### config.mk
export PLATFORM = sky130hd
export DESIGN_NAME = ldst_unit
export DESIGN_NICKNAME = d
export VERILOG_FILES = /design/src/rtl/ldst_unit.sv
export SDC_FILE = /design/constraint.sdc
export NUM_CORES = 1
export LEC_CHECK = 0
export BUFFER_PORTS_ARGS = -buffer_cell sky130_fd_sc_hd__buf_2
export CAP_MARGIN = 15
export CORE_MARGIN = 2
export CORE_UTILIZATION = 45
export DETAILED_ROUTE_END_ITERATION = 10
export PLACE_DENSITY = 0.73
export SLEW_MARGIN = 15
export SYNTH_ARGS = -nofsm -noshare
export SYNTH_HDL_FRONTEND = slang
export SYNTH_SLANG_ARGS = --single-unit
### constraint.sdc
create_clock -name clk -period 5.09 [get_ports clk]
set_input_delay 0.7635 -clock clk [delete_from_list [all_inputs] [get_ports clk]]
set_output_delay 0.7635 -clock clk [all_outputs]
set_load 0.005 [all_outputs]
### src/rtl/ldst_unit.sv
// Load/store unit with one outstanding request: IDLE -> ACCESS -> RESP. Latency is 1 cycle for faults and 2 cycles plus stall cycles for accesses.
// Backpressure: o_req_ready is high only in IDLE, and i_ldst_waitrequest holds ACCESS with the strobe and address stable.
module ldst_unit #(
    parameter int IW     = 32,
    parameter int STALLW = 16
) (
    input  logic              clk,
    input  logic              reset,
    input  logic              i_req_valid,
    output logic              o_req_ready,
    input  logic              i_req_wr,
    input  logic [2:0]        i_req_funct3,
    input  logic [IW-1:0]     i_req_base,
    input  logic [IW-1:0]     i_req_offset,
    input  logic [IW-1:0]     i_req_wrdata,
    input  logic [4:0]        i_req_rd,
    output logic              o_resp_valid,
    output logic [4:0]        o_resp_rd,
    output logic [IW-1:0]     o_resp_data,
    output logic              o_resp_misalign,
    output logic              o_resp_illegal,
    output logic [IW-1:0]     o_ldst_addr,
    output logic              o_ldst_rd,
    output logic              o_ldst_wr,
    output logic [IW-1:0]     o_ldst_wrdata,
    output logic [IW/8-1:0]   o_ldst_byte_en,
    input  logic [IW-1:0]     i_ldst_rddata,
    input  logic              i_ldst_waitrequest,
    output logic [STALLW-1:0] o_stall_cycles
);
    localparam int NB = IW / 8;
    localparam int L  = $clog2(NB);
    localparam logic [IW-1:0] ONES = '1;

    typedef enum logic [1:0] {IDLE, ACCESS, RESP} state_t;

    state_t            state_q, state_d;
    logic [IW-1:0]     addr_q, addr_d;
    logic [IW-1:0]     wrdata_q, wrdata_d;
    logic [IW-1:0]     resp_data_q, resp_data_d;
    logic [NB-1:0]     byte_en_q, byte_en_d;
    logic [L-1:0]      lane_q, lane_d;
    logic [2:0]        funct3_q, funct3_d;
    logic              wr_q, wr_d;
    logic [4:0]        rd_q, rd_d;
    logic              misalign_q, misalign_d;
    logic              illegal_q, illegal_d;
    logic [STALLW-1:0] stall_q, stall_d;

    logic [IW-1:0] ea;
    logic [L-1:0]  lane;
    logic [3:0]    nbytes;
    logic          legal;
    logic          misalign;
    logic [NB-1:0] size_mask;
    logic [IW-1:0] rd_shift;
    logic [IW-1:0] keep;
    logic          sign;
    logic [IW-1:0] load_data;

    always_comb begin
        ea     = i_req_base + i_req_offset;
        lane   = ea[L-1:0];
        nbytes = 4'd1 << i_req_funct3[1:0];
        case (i_req_funct3)
            3'd0, 3'd1, 3'd2: legal = 1'b1;
            3'd3:             legal = (IW == 64);
            3'd4, 3'd5:       legal = !i_req_wr;
            3'd6:             legal = !i_req_wr && (IW == 64);
            default:          legal = 1'b0;
        endcase
        misalign = (ea[3:0] & (nbytes - 4'd1)) != 4'd0;
        for (int i = 0; i < NB; i++) begin
            size_mask[i] = (i < int'(nbytes));
        end
    end

    // Load lane extraction works from the request captured at acceptance.
    always_comb begin
        rd_shift = i_ldst_rddata >> {lane_q, 3'b000};
        case (funct3_q[1:0])
            2'd0:    begin keep = ~(ONES << 8);  sign = rd_shift[7];  end
            2'd1:    begin keep = ~(ONES << 16); sign = rd_shift[15]; end
            2'd2:    begin keep = ~(ONES << 32); sign = rd_shift[31]; end
            default: begin keep = ONES;          sign = 1'b0;         end
        endcase
        load_data = (rd_shift & keep) | ((!funct3_q[2] && sign) ? ~keep : '0);
    end

    always_comb begin
        state_d     = state_q;
        addr_d      = addr_q;
        wrdata_d    = wrdata_q;
        resp_data_d = resp_data_q;
        byte_en_d   = byte_en_q;
        lane_d      = lane_q;
        funct3_d    = funct3_q;
        wr_d        = wr_q;
        rd_d        = rd_q;
        misalign_d  = misalign_q;
        illegal_d   = illegal_q;
        stall_d     = stall_q;
        case (state_q)
            IDLE: begin
                if (i_req_valid) begin
                    rd_d        = i_req_rd;
                    wr_d        = i_req_wr;
                    funct3_d    = i_req_funct3;
                    lane_d      = lane;
                    resp_data_d = '0;
                    illegal_d   = !legal;
                    misalign_d  = legal && misalign;
                    if (legal && !misalign) begin
                        addr_d    = {ea[IW-1:L], {L{1'b0}}};
                        byte_en_d = size_mask << lane;
                        wrdata_d  = i_req_wrdata << {lane, 3'b000};
                        state_d   = ACCESS;
                    end else begin
                        state_d = RESP;
                    end
                end
            end
            ACCESS: begin
                if (i_ldst_waitrequest) begin
                    if (stall_q != '1) stall_d = stall_q + STALLW'(1);
                end else begin
                    if (!wr_q && rd_q != 5'd0) resp_data_d = load_data;
                    state_d = RESP;
                end
            end
            RESP:    state_d = IDLE;
            default: state_d = IDLE;
        endcase
    end

    always_ff @(posedge clk or posedge reset) begin
        if (reset) begin
            state_q     <= IDLE;
            addr_q      <= '0;
            wrdata_q    <= '0;
            resp_data_q <= '0;
            byte_en_q   <= '0;
            lane_q      <= '0;
            funct3_q    <= '0;
            wr_q        <= 1'b0;
            rd_q        <= '0;
            misalign_q  <= 1'b0;
            illegal_q   <= 1'b0;
            stall_q     <= '0;
        end else begin
            state_q     <= state_d;
            addr_q      <= addr_d;
            wrdata_q    <= wrdata_d;
            resp_data_q <= resp_data_d;
            byte_en_q   <= byte_en_d;
            lane_q      <= lane_d;
            funct3_q    <= funct3_d;
            wr_q        <= wr_d;
            rd_q        <= rd_d;
            misalign_q  <= misalign_d;
            illegal_q   <= illegal_d;
            stall_q     <= stall_d;
        end
    end

    assign o_req_ready     = (state_q == IDLE);
    assign o_ldst_rd       = (state_q == ACCESS) && !wr_q;
    assign o_ldst_wr       = (state_q == ACCESS) && wr_q;
    assign o_ldst_addr     = addr_q;
    assign o_ldst_wrdata   = wrdata_q;
    assign o_ldst_byte_en  = byte_en_q;
    assign o_resp_valid    = (state_q == RESP);
    assign o_resp_rd       = rd_q;
    assign o_resp_data     = resp_data_q;
    assign o_resp_misalign = (state_q == RESP) && misalign_q;
    assign o_resp_illegal  = (state_q == RESP) && illegal_q;
    assign o_stall_cycles  = stall_q;
endmodule

# [Yosys cells after proc, flatten, opt, wreduce, memory -nomap -nowiden]
# Cells that the tools add are included.
[totals] word_cells=77 output_inout_bits=127 input_bits=141 regBits=129
[op_classes] add_sub_neg=3 order_cmp=4 muxes=12 eq_ne=12 n_bitwise=4 reduce_logical=26 n_shift=4
[ops] op="2-to-1 mux 32 bit" n=4
[ops] op="case mux 32 bit (2 select lines)" n=2
[ops] op="adder 32 bit" n=1
[ops] op="bitwise AND 32 bit" n=1
[ops] op="inverter 32 bit" n=1
[ops] op="OR 32 bit" n=1
[ops] op="<< shifter 32 x 5 -> 32 bit" n=1
[ops] op=">> shifter 32 x 5 -> 32 bit" n=1
[ops] op="adder 16 x 1 -> 16 bit, second input constant" n=1
[ops] op="inequality test 16 bit, second input constant" n=1
[ops] op="logical AND 1 bit" n=8
[ops] op="less-than comparator 1 x 4 -> 1 bit, first input constant" n=2
[ops] op="less-than comparator 2 x 4 -> 1 bit, first input constant" n=2
[ops] op="== test 3 bit, second input constant" n=2
[ops] op="2-to-1 mux 2 bit" n=3
[ops] op="inequality test 2 bit, second input constant" n=3
[ops] op="AND reduction 3 bit" n=2
[ops] op="logical NOT 1 bit" n=5
[ops] op="nonzero test 5 bit" n=1
[ops] op="bitwise AND 4 bit" n=1
[ops] op="== test 2 x 1 -> 1 bit, second input constant" n=2
[ops] op="== test 2 bit, second input constant" n=2
[ops] op="logical NOT 2 bit" n=2
[ops] op="case mux 2 bit (2 select lines)" n=1
[ops] op="14 further kinds" n=15

# [Longest topological paths before layout]
# Gate-level depths: netlist of run 1.
[depth] word_depth=9 mapped_depth=12 mapped_depth_nobuf=9

# [Least setup slack after synthesis of run 1]
# No wires, ideal clock.
[synth_path] path_kind="input to register" startpoint="input port i_req_base[0]" endpoint="register addr_q[28], in the netlist o_ldst_addr[28]" arrival_time_ps=2742 setup_ps=135 t_required_ps=4955 path_buffers=0 cell_stages=9 path_slack_ps=2212 path_cell_list="ha_1 > fa_1 > a21o_1 > a221o_2 > a211oi_2 > o41ai_2 > a21oi_1 > xor2_1 > o21ai_0"
[synth_via] elab_chain_cells=6
[synth_lines] item="from (decl)" line_no="13" text="input logic [IW-1:0] i_req_base,"
[synth_lines] item="adder 32 bit (*)" line_no="62" text="ea = i_req_base + i_req_offset;"
[synth_lines] item="bitwise AND 4 bit" line_no="72" text="misalign = (ea[3:0] & (nbytes - 4'd1)) != 4'd0;"
[synth_lines] item="nonzero test 4 bit" line_no="72"
[synth_lines] item="logical NOT 1 bit" line_no="113" text="if (legal && !misalign) begin"
[synth_lines] item="logical AND 1 bit" line_no="113"
[synth_lines] item="AND reduction 3 bit (no source line)"
[synth_lines] item="to (signal assigned)" line_no="152" text="addr_q <= addr_d;"
[synth_lines] item="to (decl)" line_no="38" text="logic [IW-1:0] addr_q, addr_d;"
# Every way passes the cells marked *; elsewhere a longest branch is shown, timed or not.
# A chain may end at the register's enable or synchronous reset.

# [Worst setup path after layout of run 1]
[layout_path] startpoint="input port i_req_base[0]" endpoint="register wrdata_q[15], in the netlist o_ldst_wrdata[15]"
[layout_via] elab_chain_cells=6 elab_cells_between_ends=7 cone_classes="add/sub (1); shift (1); bitwise (1); reduce/logical (4)"
[layout_lines] item="adder 32 bit (*)" line_no="62"
[layout_lines] item="bitwise AND 4 bit" line_no="72"
[layout_lines] item="nonzero test 4 bit" line_no="72"
[layout_lines] item="logical NOT 1 bit" line_no="113"
[layout_lines] item="logical AND 1 bit" line_no="113"
[layout_lines] item="AND reduction 3 bit (no source line)"
[layout_lines] item="to (signal assigned)" line_no="153" text="wrdata_q <= wrdata_d;"
[layout_lines] item="to (decl)" line_no="39" text="logic [IW-1:0] wrdata_q, wrdata_d;"
# Marks and branches as above.

==> results of run 1 <==
[cell families (layout without fill, tap and decap cells)]
group,after synthesis,in the layout,synth area share
AOI/OAI and AO/OA,260,260,0.212
xor gates and xnor gates,43,43,0.0490
adders and majority gates,35,35,0.0579
buffers and inverters,66,324,0.0355
DFF,129,129,0.420
muxes,44,44,0.0592
other,1,3,0.000488
and+or+nand+nor,287,287,0.166
[how the worst max path moves through the flow]
stage	from	end	slack, ns
2_1_floorplan	reset	funct3_q[0]$_DFFE_PP0P_	0.89
3_3_place_gp	i_req_base[0]	o_ldst_wrdata[10]$_DFFE_PP0P_	1.57
3_5_place_dp	i_req_base[0]	o_ldst_wrdata[15]$_DFFE_PP0P_	1.46
4_1_cts	i_req_base[0]	o_ldst_wrdata[15]$_DFFE_PP0P_	1.89
5_1_grt	i_req_base[0]	o_ldst_wrdata[15]$_DFFE_PP0P_	1.61
6_report	i_req_base[0]	o_ldst_wrdata[15]$_DFFE_PP0P_	1.89
[stage by stage]
stage,setup slack (ns),hold slack (ns)
2_1_floorplan,0.886,0.463
3_3_place_gp,1.57,0.449
3_5_place_dp,1.46,0.457
4_1_cts,1.89,0.469
5_1_grt,1.61,0.495
6_report,1.89,0.463
[routing by layer]
layer  vias to the layer above  wire (um)
met4                         0        566
li1                       3573          -
met5                         -          0
met2                       242      10400
met3                        38       1420
met1                      3418       9660
[worst min-delay path, cell delays in order, from the launching register on]
cell and delay (ns):
dfrtp_1 0.34, nand2_1 0.05, nand2_1 0.05
[registers in the layout, summed over array words and instances, names as in the netlist, 2 cells and up]
register	flops
lane_q	2
state_q	2
o_ldst_addr	30
o_ldst_byte_en	4
funct3_q	3
o_ldst_wrdata	32
o_resp_rd	5
o_stall_cycles	16
o_resp_data	32
[power by group]
group,total [W],internal (W),leakage [nW],switching (W)
Clock,0.00139,0.000930,0.330,0.000460
Sequential,0.00155,0.00133,1.69,0.000221
Combinational,0.00136,0.000592,3.02,0.000768
Total,0.00430,0.00285,5.03,0.00145
[synthesized netlist by cell type (3+ instances only)]
master	count	area (um^2)
inv_1	18	67.6
nand2b_1	3	18.8
clkbuf_1	27	101
nor2_1	39	146
buf_1	7	26.3
a211oi_1	20	150
o221ai_1	3	26.3
a22o_1	24	210
o31ai_1	11	82.6
mux2_2	12	135
o211ai_1	6	45.0
dfrtp_1	129	3230
a21oi_1	73	365
o21ai_0	84	420
buf_4	3	22.5
xor2_1	16	140
mux2i_1	32	320
and3_1	6	37.5
nor2b_1	19	119
nand2_1	159	597
ha_1	34	425
o21a_1	9	67.6
xnor2_1	27	236
nand3_1	28	140
buf_2	11	55.1
and2_1	6	37.5
nand4_1	10	62.6
nor3_1	8	40.0
a21o_1	5	37.5
[final cells by class]
class                           instances  area, um^2
Timing Repair Buffer                  274        1390
Antenna cell                            1        2.50
Multi-Input combinational cell        671        4210
Tap cell                              220         275
Clock inverter                         14         234
Sequential cell                       129        3230
Clock buffer                           18         439
Fill cell                            1539        6790
Inverter                               18        72.6
==> impl_metrics.tcl, run 1 <==
set metrics [dict create \
    post_cts_buffers 0 \
    post_synth_num_cell_types 60 \
    critPathBufInv 2 \
    postLayoutCellArea_mm2 0.00985 \
    gp_congestion 0.894 \
    io_pins 268 \
    yosys_warnings 0 \
    yosysSeqAreaShare 0.420 \
    cp_top_family "simple AND/OR/NAND/NOR gates" \
    cts_tree "done" \
    avgRoutedWirePerCell_um 16.4 \
    h-tree-depth 4 \
    status "finished, final reports clean" \
    cts_buffer_depth 2 \
    io_buffers 265 \
    drt_iter0_markers 380 \
    grt-busiest-layer "met2" \
    max_freq_mhz 313 \
    setup_viol 0 \
    clkTransAtPathRegs_ns 0.05 \
    nets 1287 \
    crit_arrival_ns 3.51 \
    layout_min_cycle_time_ns 3.20 \
    worst_pin_slew_ns 1.11 \
    synthArstFlopShare 1.00 \
    grt_usage 0.243 \
    clockRootBuffer "clkbuf_16" \
    synth_edf_count 0 \
    cp.depth 9 \
    slew_violations 0 \
    drcViolationCount 0 \
    ff2ff_path_depth 8 \
    grt_max_degree 92 \
    startpoint_type "input port" \
    end_kind "flip-flop" \
    irDropWorstVdd_mv 0.231 \
    vias_per_cell 5.41 \
    critPathKind "in -> reg" \
    cts_sinks 129 \
    place_area_mm2 0.00918 \
    hold-path-cell-count 2 \
    grt_pass1_wl_um 34900 \
    crit_chain "buf_2, ha_1, fa_2, xnor2_1, o221ai_1, nor2_1, nand3_4, buf_4, o31ai_1" \
    synthToLayoutAreaGrowth_pct 28.1 \
    cts_made_buffers 17 \
    final_cell_mix "buf_2, nand2_1, dfrtp_1, o21ai_0, a21oi_1" \
    syn_area_per_cell_um2 8.89 \
    tns_ns 0 \
    ys.flop_type "dfrtp_1" \
    finish.utilization 0.592 \
    firstDrtPassIters 5 \
    grtUsageMet2 0.389 \
    power_w 0.00430 \
    finalNonFillerCells 1345 \
    cts_resized 0 \
    p_leak_nw 5.03 \
    finalHoldViolations 0 \
    rows 47 \
    powerDensity_mw_per_mm2 437 \
    ys_seq_elements 129 \
    place_inst 1312 \
    syn_area_mm2 0.00769 \
    hpwl_um 16800 \
    dr_total_vias 7271 \
    initial_core_util 0.462 \
    drive_above_1_share 0.298 \
    grt_util_met3 0.0567 \
    syn_inst 865 \
    min_to "o_ldst_wrdata[7]$_DFFE_PP0P_" \
    fin_skew_ns 0.00612 \
    worstPathRequired_ns 5.40 \
    critPathMaxFanout 68 \
    slowest_stage "buf_4" \
    layout_commonest_cell "buf_2" \
    final_antenna_net_count 0 \
    die_h_um 135 \
    r2r_setup_slack_ns 2.33 \
    met1_usage 0.319 \
    reg2reg_from "lane_q[1]$_DFFE_PP0P_" \
    maxCapViolations 0 \
    wl_um 22100 \
    maxSlewHeadroom 0.259 \
    period_share 0.628 \
    overflow 0 \
    clk-insertion-delay-late_ns 0.42 \
    antenna_found_initial 1 \
    rsz0062_at_grt "false" \
    die_area_mm2 0.0182 \
    die_w_um 135 \
    rr_endpoint "o_resp_data[16]$_DFFE_PP0P_" \
    first_global_vias 6842 \
    ctsHoldBuffers 0 \
    coreArea_mm2 0.0166 \
    hold_class "reg -> reg" \
    min_from "o_ldst_wrdata[7]$_DFFE_PP0P_" \
    slowest_delay_ns 0.52 \
]
No activity file was read; power rests on OpenSTA's default activity.
==> inputs of run 2 (changes only) <==
--- a/config.mk
+++ b/config.mk
@@ -10,7 +10,7 @@
 export CORE_MARGIN = 2
 export CORE_UTILIZATION = 45
 export DETAILED_ROUTE_END_ITERATION = 10
-export PLACE_DENSITY = 0.73
+export PLACE_DENSITY = 0.76
 export SLEW_MARGIN = 15
 export SYNTH_ARGS = -nofsm -noshare
 export SYNTH_HDL_FRONTEND = slang
==> constraint.sdc (replaced) <==
create_clock -name clk -period 2.6 [get_ports clk]
set_input_delay 0.39 -clock clk [delete_from_list [all_inputs] [get_ports clk]]
set_output_delay 0.39 -clock clk [all_outputs]
set_load 0.005 [all_outputs]
==> run 2 against run 1 <==
Net effect: core utilization up 1.1 points; clock power is 73% higher; worst setup slack got worse by 1.5 ns; die area unchanged; count of clock-buffer cells in the layout is 5 higher; wire length grew 4.3%; combinational power is 100% higher; register-to-register slack lost 1.8 ns; clock skew increased by 0.011 ns; sequential power increased by 96%; via count increased by 3.4%; highest routed layer is now met5.
==> impl_metrics.tcl, run 2 (synthesis results as in run 1) <==
set metrics [dict create \
    status "finished, final reports clean" \
    powerDensity_mw_per_mm2 817 \
    worst_pin_slew_ns 0.749 \
    grt_util_met3 0.0608 \
    period_share 0.848 \
    overflow 0 \
    max_freq_mhz 453 \
    finalHoldViolations 0 \
    dr_total_vias 7515 \
    critPathMaxFanout 3 \
    layout_min_cycle_time_ns 2.21 \
    grt_usage 0.252 \
    maxSlewHeadroom 0.500 \
    r2r_setup_slack_ns 0.58 \
    fin_ws_ns 0.394 \
    post_cts_buffers 0 \
    drt_iter0_markers 405 \
    setup_viol 0 \
    tns_ns 0 \
    firstDrtPassIters 6 \
    coreArea_mm2 0.0166 \
    slowest_delay_ns 0.36 \
    clk-insertion-delay-late_ns 0.42 \
    slew_violations 0 \
    power_w 0.00820 \
    crit_arrival_ns 2.50 \
    rr_endpoint "o_resp_data[27]$_DFFE_PP0P_" \
    drcViolationCount 0 \
    wl_um 23000 \
    avgRoutedWirePerCell_um 16.8 \
    io_buffers 265 \
    final_cell_mix "buf_2, nand2_1, dfrtp_1, o21ai_0, a21oi_1" \
    io_pins 268 \
    initial_core_util 0.462 \
    ff2ff_path_depth 6 \
    h-tree-depth 4 \
    layout_commonest_cell "buf_2" \
    antenna_found_initial 2 \
    die_area_mm2 0.0182 \
    vias_per_cell 5.49 \
    cts_tree "done" \
    pre_cts_slack_ns -0.0327 \
    grt-busiest-layer "met2" \
    final_antenna_net_count 0 \
    place_area_mm2 0.00943 \
    drive_above_1_share 0.313 \
    cts_resized 0 \
    end_kind "flip-flop" \
    rsz0062_at_grt "false" \
    cts_buffer_depth 2 \
    cts_sinks 129 \
    grtUsageMet2 0.420 \
    irDropWorstVdd_mv 0.426 \
    first_global_vias 7246 \
    maxCapViolations 0 \
    die_h_um 135 \
    grt_pass1_wl_um 36100 \
    fin_skew_ns 0.0171 \
    rows 47 \
    worstPathRequired_ns 2.90 \
    p_leak_nw 5.14 \
    postLayoutCellArea_mm2 0.0100 \
    critPathKind "in -> reg" \
    ctsHoldBuffers 0 \
    crit_chain "buf_2, ha_1, fa_2, a21o_1, a221o_2, a211oi_2, o41ai_2, a21oi_1, xor2_1, o21ai_0" \
    fillers 1455 \
    nets 1312 \
    synthToLayoutAreaGrowth_pct 30.5 \
    slowest_stage "fa_2" \
    hold_class "in -> async" \
    gp_congestion 0.995 \
    hpwl_um 17800 \
    clkTransAtPathRegs_ns 0.06 \
    grt_max_degree 93 \
    clockRootBuffer "clkbuf_16" \
    reg2reg_from "lane_q[1]$_DFFE_PP0P_" \
    cts_made_buffers 17 \
    die_w_um 135 \
    startpoint_type "input port" \
    met1_usage 0.315 \
]
[run 2: changes by cell type in the layout (fill, tap and decap cells not counted), sizes merged]
cell / change
buf: +25
bufinv: -4
clkbuf: +5
clkinv: -1
clkinvlp: +2
inv: -2
[run 2: final cells by class]
class                           instances  area, um^2  share of cell area
Clock buffer                           23         498              0.0496
Inverter                               18        71.3             0.00711
Tap cell                              220         275              0.0274
Timing Repair Buffer                  299        1640               0.164
Antenna cell                            1        2.50            0.000249
Clock inverter                          9         104              0.0103
Sequential cell                       129        3230               0.322
Multi-Input combinational cell        671        4210               0.420
[run 2: through the flow]
step / utilization / hold WS (ns) / std cells
global route: 0.603 / 0.0688 / 1369
global placement: 0.566 / 0.447 / 1337
finish: 0.603 / 0.0353 / 1370
detailed placement: 0.566 / 0.452 / 1337
CTS: 0.603 / 0.0440 / 1369
floorplan: - / 0.463 / 866
[run 2: worst max-delay path by stage]
stage	from	endpoint
CTS	lane_q[1]$_DFFE_PP0P_	o_resp_data[28]$_DFFE_PP0P_
global placement	i_req_base[0]	o_ldst_addr[28]$_DFFE_PP0P_
detailed placement	i_req_base[0]	o_ldst_addr[24]$_DFFE_PP0P_
global route	i_req_base[0]	o_ldst_addr[25]$_DFFE_PP0P_
floorplan	i_req_base[0]	o_ldst_addr[28]$_DFFE_PP0P_
finish	i_req_base[0]	o_ldst_addr[28]$_DFFE_PP0P_
[run 2: metal layers]
layer | wire length (um) | vias to the layer above
met5 | 13 | -
met4 | 726 | 2
met3 | 1890 | 48
met2 | 11100 | 303
met1 | 9290 | 3545
li1 | - | 3617
[run 2: report_power, final]
group	internal (W)	switching (W)
Clock	0.00153	0.000869
Combinational	0.00123	0.00153
Sequential	0.00260	0.000434
Total	0.00537	0.00283
[run 2: critical path, delay by kind of cell]
| kind | cells | cell delay [ns] |
|---|---|---|
| fa+ha+maj | 2 | 0.59 |
| xor+xnor | 1 | 0.16 |
| buf+inv | 1 | 0.10 |
| compound gates | 6 | 1.26 |
